File: src/rtl/alu_pkg.sv
// Shared ALU definitions: opcodes, flag bit positions and the multiply
// sequencer state encoding.
package alu_pkg;

  localparam int ALU_WIDTH = 8;

  localparam logic [3:0] OP_PASS = 4'd0;
  localparam logic [3:0] OP_AND  = 4'd1;
  localparam logic [3:0] OP_OR   = 4'd2;
  localparam logic [3:0] OP_XOR  = 4'd3;
  localparam logic [3:0] OP_NOT  = 4'd4;
  localparam logic [3:0] OP_ADD  = 4'd5;
  localparam logic [3:0] OP_SUB  = 4'd6;
  localparam logic [3:0] OP_SHL  = 4'd7;

  localparam int FLAGS_ZERO     = 0;
  localparam int FLAGS_CARRY    = 1;
  localparam int FLAGS_SIGN     = 2;
  localparam int FLAGS_OVERFLOW = 3;

  typedef enum logic [1:0] {
    IDLE = 2'd0,
    CALC = 2'd1,
    DONE = 2'd2
  } seq_state_t;

endpackage

File: src/rtl/dalu.sv
// Shared 8-bit datapath ALU (dALU): combinational result plus
// zero/carry/sign/overflow flags.
module dalu
  import alu_pkg::*;
(
  input  logic [3:0]           op,
  input  logic [ALU_WIDTH-1:0] a,
  input  logic [ALU_WIDTH-1:0] b,
  output logic [ALU_WIDTH-1:0] result,
  output logic [3:0]           flags
);

  logic [ALU_WIDTH:0] wide;
  logic               carry;
  logic               ovf;

  always_comb begin
    wide   = '0;
    result = '0;
    carry  = 1'b0;
    ovf    = 1'b0;
    case (op)
      OP_PASS: result = a;
      OP_AND:  result = a & b;
      OP_OR:   result = a | b;
      OP_XOR:  result = a ^ b;
      OP_NOT:  result = ~a;
      OP_ADD: begin
        wide   = {1'b0, a} + {1'b0, b};
        result = wide[ALU_WIDTH-1:0];
        carry  = wide[ALU_WIDTH];
        ovf    = (a[ALU_WIDTH-1] == b[ALU_WIDTH-1]) &&
                 (result[ALU_WIDTH-1] != a[ALU_WIDTH-1]);
      end
      OP_SUB: begin
        // carry reports borrow on subtract
        wide   = {1'b0, a} - {1'b0, b};
        result = wide[ALU_WIDTH-1:0];
        carry  = wide[ALU_WIDTH];
        ovf    = (a[ALU_WIDTH-1] != b[ALU_WIDTH-1]) &&
                 (result[ALU_WIDTH-1] != a[ALU_WIDTH-1]);
      end
      OP_SHL: begin
        result = {a[ALU_WIDTH-2:0], 1'b0};
        carry  = a[ALU_WIDTH-1];
      end
      default: result = '0;
    endcase
  end

  always_comb begin
    flags                 = '0;
    flags[FLAGS_ZERO]     = (result == '0);
    flags[FLAGS_CARRY]    = carry;
    flags[FLAGS_SIGN]     = result[ALU_WIDTH-1];
    flags[FLAGS_OVERFLOW] = ovf;
  end

endmodule

File: src/rtl/alu_mul_sequencer.sv
// Unsigned 8x8 shift-and-add multiplier that borrows the shared dALU for its
// adds; the right shift of {carry, sum, lo} is done here in wiring.
//
// state | meaning
// IDLE  | waiting for start, product held
// CALC  | one add+shift iteration per cycle, 8 cycles
// DONE  | product valid, done pulse
module alu_mul_sequencer
  import alu_pkg::*;
#(
  parameter int WIDTH = ALU_WIDTH
) (
  input  logic                 clk,
  input  logic                 rst,
  input  logic                 start,
  input  logic [WIDTH-1:0]     a,
  input  logic [WIDTH-1:0]     b,
  output logic                 busy,
  output logic                 done,
  output logic [2*WIDTH-1:0]   product,
  output logic                 prod_hi_nz,
  output logic                 prod_zero
);

  localparam int CNT_W = $clog2(WIDTH);
  localparam logic [CNT_W-1:0] CNT_LAST = CNT_W'(WIDTH - 1);

  seq_state_t       state;
  logic [WIDTH-1:0] acc;
  logic [WIDTH-1:0] lo;
  logic [WIDTH-1:0] mcand;
  logic [CNT_W-1:0] cnt;

  logic [3:0]       alu_op;
  logic [WIDTH-1:0] alu_a;
  logic [WIDTH-1:0] alu_b;
  logic [WIDTH-1:0] alu_out;
  logic [3:0]       alu_flags;
  logic             alu_carry;
  logic             unused_flags;

  logic [WIDTH-1:0] acc_next;
  logic [WIDTH-1:0] lo_next;

  // ALU inputs are parked at zero outside CALC to keep it quiet
  always_comb begin
    alu_op = OP_PASS;
    alu_a  = '0;
    alu_b  = '0;
    if (state == CALC) begin
      alu_op = OP_ADD;
      alu_a  = acc;
      alu_b  = lo[0] ? mcand : '0;
    end
  end

  dalu u_dalu (
    .op     (alu_op),
    .a      (alu_a),
    .b      (alu_b),
    .result (alu_out),
    .flags  (alu_flags)
  );

  assign alu_carry    = alu_flags[FLAGS_CARRY];
  assign unused_flags = ^{alu_flags[FLAGS_ZERO], alu_flags[FLAGS_SIGN],
                          alu_flags[FLAGS_OVERFLOW]};

  // {acc, lo} <= {carry, sum, lo} >> 1
  assign acc_next = {alu_carry, alu_out[WIDTH-1:1]};
  assign lo_next  = {alu_out[0], lo[WIDTH-1:1]};

  always_ff @(posedge clk or posedge rst) begin
    if (rst) begin
      state      <= IDLE;
      acc        <= '0;
      lo         <= '0;
      mcand      <= '0;
      cnt        <= '0;
      product    <= '0;
      prod_zero  <= 1'b1;
      prod_hi_nz <= 1'b0;
      busy       <= 1'b0;
      done       <= 1'b0;
    end else begin
      case (state)
        IDLE: begin
          done <= 1'b0;
          if (start) begin
            mcand <= a;
            lo    <= b;
            acc   <= '0;
            cnt   <= '0;
            busy  <= 1'b1;
            state <= CALC;
          end
        end
        CALC: begin
          acc <= acc_next;
          lo  <= lo_next;
          cnt <= cnt + CNT_W'(1);
          if (cnt == CNT_LAST) begin
            product    <= {acc_next, lo_next};
            prod_zero  <= ({acc_next, lo_next} == '0);
            prod_hi_nz <= (acc_next != '0);
            done       <= 1'b1;
            state      <= DONE;
          end
        end
        DONE: begin
          done  <= 1'b0;
          busy  <= 1'b0;
          state <= IDLE;
        end
        default: begin
          done  <= 1'b0;
          busy  <= 1'b0;
          state <= IDLE;
        end
      endcase
    end
  end

endmodule
File: config.mk
export PLATFORM = sky130hd
export DESIGN_NAME = alu_mul_sequencer
export DESIGN_NICKNAME = d
export VERILOG_FILES = /design/src/rtl/alu_pkg.sv /design/src/rtl/dalu.sv /design/src/rtl/alu_mul_sequencer.sv
export SDC_FILE = /design/constraint.sdc
export NUM_CORES = 1
export LEC_CHECK = 0
export ABC_AREA = 1
export CORE_MARGIN = 10
export CORE_UTILIZATION = 53
export CTS_CLUSTER_DIAMETER = 200
export DETAILED_ROUTE_END_ITERATION = 12
export HOLD_SLACK_MARGIN = 0.08
export PLACE_DENSITY = 0.79
export SLEW_MARGIN = 40
export SYNTH_ARGS = -nofsm -noshare
export SYNTH_HDL_FRONTEND = slang
export SYNTH_SLANG_ARGS = --single-unit
File: constraint.sdc
create_clock -name clk -period 3 [get_ports clk]
set_clock_uncertainty 0.1 [all_clocks]
set_input_delay 0.45 -clock clk [delete_from_list [all_inputs] [get_ports clk]]
set_output_delay 0.45 -clock clk [all_outputs]
set_load 0.05 [all_outputs]
==> metrics.cfg <==
[timing]
finalSetupViolations = 0
tightestPinTransition_ns = 0.5966
period_minus_slack_ns = 2.498
setup_tns_ns = 0
maxClockFrequency_ghz = 0.4003
slew_violations = 0
finalCritPeriodShare = 0.8328
slew_headroom = 0.6023
final_hold_viol_count = 0
rsz0062_at_grt = false

[synth]
synth_top_area_share = 0.4812
synth_top_area_cell = dfrtp_1
synth-edff-count = 0
synth_most_common_cell = nand2_1
synthArstFlopShare = 1.000
syn_nets = 324
syn_area_sq_um = 2496
synth-seq-cells = 49
yosys_warnings = 0
ys_types = 28
avgSynthCellArea_sq_um = 8.490
yosysSeqAreaShare = 0.4917
synth_common_cells = 67 x nand2_1, 48 x dfrtp_1, 37 x inv_1
synth_top_flop_cell = dfrtp_1
synthTopCellsByArea = dfrtp_1 48%, nand2_1 10%, inv_1 5.6%
synthCells = 294

[route]
drtIter0Drc = 141
vias = 2039
drt_wl_total_mm = 5.294
routed_via_density = 5.310
avgRoutedWirePerCell_um = 13.79
ant_nets = 0
drt_first_pass_iters = 4
drc = 0

[cts]
clock_latency_ns = 0.31
clockBufferDepth = 2
cts_tree = built
clk_pin_slew_ns = 0.09
htree_levels = 2
numCtsBuffers = 5
root_buffer = clkbuf_8
ctsResizeCount = 0
cts_sinks = 49
post_cts_buffers = 0
hold_buffers = 0

[setup_path]
rr_startpoint = state[0]
crit_fanout = 15
cp-start-kind = flip-flop
crit-reg2reg-capture = prod_hi_nz
reg2reg_depth = 14
cp-end-kind = flip-flop
required_ns = 3.11
worstPathArrival_ns = 2.61
critPathKind = reg -> reg
reg2reg_slack_ns = 0.50

[min_path]
hold_depth = 2
hp-class = reg -> reg
whs_endpoint = prod_zero
min-delay-start = prod_zero

[placed_design]
gp_congestion = 0.9073
dpl_cell_area_sq_um = 2893
hpwl_mm = 3.882
place_inst = 376
numPortBuffers = 38

[final_layout]
fin_nets = 361
antenna_cells = 0
syn_to_final_growth_pct = 19.75
drive_gt1_frac = 0.08434
fin_cells = 384
final_cell_area_sq_um = 2989
nFillCells = 382

[grt]
grt_pass1_vias = 1947
grt_usage = 0.1427
grt_pass1_wl_mm = 8.887
antenna_found_initial = 0
grt_max_degree = 50
overflow = 0

[die]
start_util = 0.5617
die_w_um = 88.63
rows = 24
die_h_um = 88.63
core-area_sq_um = 4444
boundaryPins = 39
dieArea_sq_um = 7854

[power_and_ir_drop]
leakagePower_uw = 0.001470
power_density_nw_per_um2 = 1138
ir_drop_mv = 0.5182

[flow_run]
max_cap_violations = 0

[outcome]
status = complete, no violations

## metrics by stage
stage	worst slack [ns]	util	power, uW	hold WS (ns)
3_3_place_gp	0.6119	0.6509	2940	0.3646
6_report	0.5017	0.6726	3401	0.3786
5_1_grt	0.3067	0.6726	3682	0.4078
2_1_floorplan	0.4290	-	2510	0.3498
3_5_place_dp	0.5607	0.6509	3008	0.3637
4_1_cts	0.5008	0.6726	3423	0.3787
## layout by cell type (no fill, tap or decap), types with 4 or more instances in the layout
cell / instances
a21oi_1: 4
clkbuf_8: 6
clkdlybuf4s50_1: 38
dfrtp_1: 48
ha_1: 10
inv_1: 36
mux2_2: 8
nand2_1: 67
nand3_1: 22
nor2_1: 30
o211ai_1: 8
o21ai_0: 15
o21ai_1: 16
## power breakdown
group | internal, uW | switching [uW] | total, uW
registers | 947 | 138 | 1080
logic | 658 | 1250 | 1910
clock network | 187 | 223 | 410
total | 1790 | 1610 | 3400
## cell type report
| cell class | count | area [sq um] | area share |
|---|---|---|---|
| Timing Repair Buffer | 41 | 402.9 | 0.1348 |
| Tap cell | 52 | 65.06 | 0.02177 |
| Clock buffer | 6 | 82.58 | 0.02763 |
| Multi-Input combinational cell | 195 | 1051 | 0.3516 |
| Clock inverter | 2 | 13.76 | 0.004604 |
| Sequential cell | 49 | 1227 | 0.4106 |
| Inverter | 39 | 146.4 | 0.04897 |
## worst max-delay path: stages, from the launching register on
cell and delay [ns]:
dfrtp_1 0.39, inv_1 0.09, nor2_4 0.04, inv_2 0.19
nor2_1 0.08, ha_1 0.25, fa_1 0.43, xnor2_1 0.26
nor2_1 0.07, nor2_1 0.13, nand3_1 0.10, nor2_1 0.10
nand3_1 0.08, nand2_1 0.06, nand2_1 0.04
## worst max path at each step
| stage | from | to | slack, ns | cells after the start |
|---|---|---|---|---|
| after floorplan | state[0] | prod_hi_nz | 0.43 | 15 |
| after detailed placement | state[0] | prod_hi_nz | 0.56 | 14 |
| after global placement | state[0] | prod_hi_nz | 0.61 | 14 |
| after global routing | state[0] | prod_zero | 0.31 | 15 |
| after CTS | state[0] | prod_hi_nz | 0.50 | 14 |
| final | state[0] | prod_hi_nz | 0.50 | 14 |
## per-layer routing
| metal | global-route usage | part of all wire | routed length [um] |
|---|---|---|---|
| met5 | 0 | 0 | 0 |
| met4 | 0.06608 | 0.016 | 86 |
| met3 | 0.03217 | 0.043 | 226 |
| met2 | 0.2320 | 0.48 | 2544 |
| met1 | 0.1762 | 0.46 | 2436 |
## flip-flops by register name, indices dropped and copies added, names as in the netlist
signal      flops
acc             8
busy            1
cnt             3
done            1
lo              8
mcand           8
prod_hi_nz      1
prod_zero       1
product        16
state           2
## cells by family after synthesis
logic type,share of synthesized area
AND/OR/NAND/NOR,0.2211
buffers and inverters,0.08721
flip-flops,0.4917
AO/OA/AOI/OAI,0.1023
adder cells (fa/ha/maj),0.05815
multiplexers,0.03609
XOR/XNOR,0.003509
(Power assumes the default switching activity.)
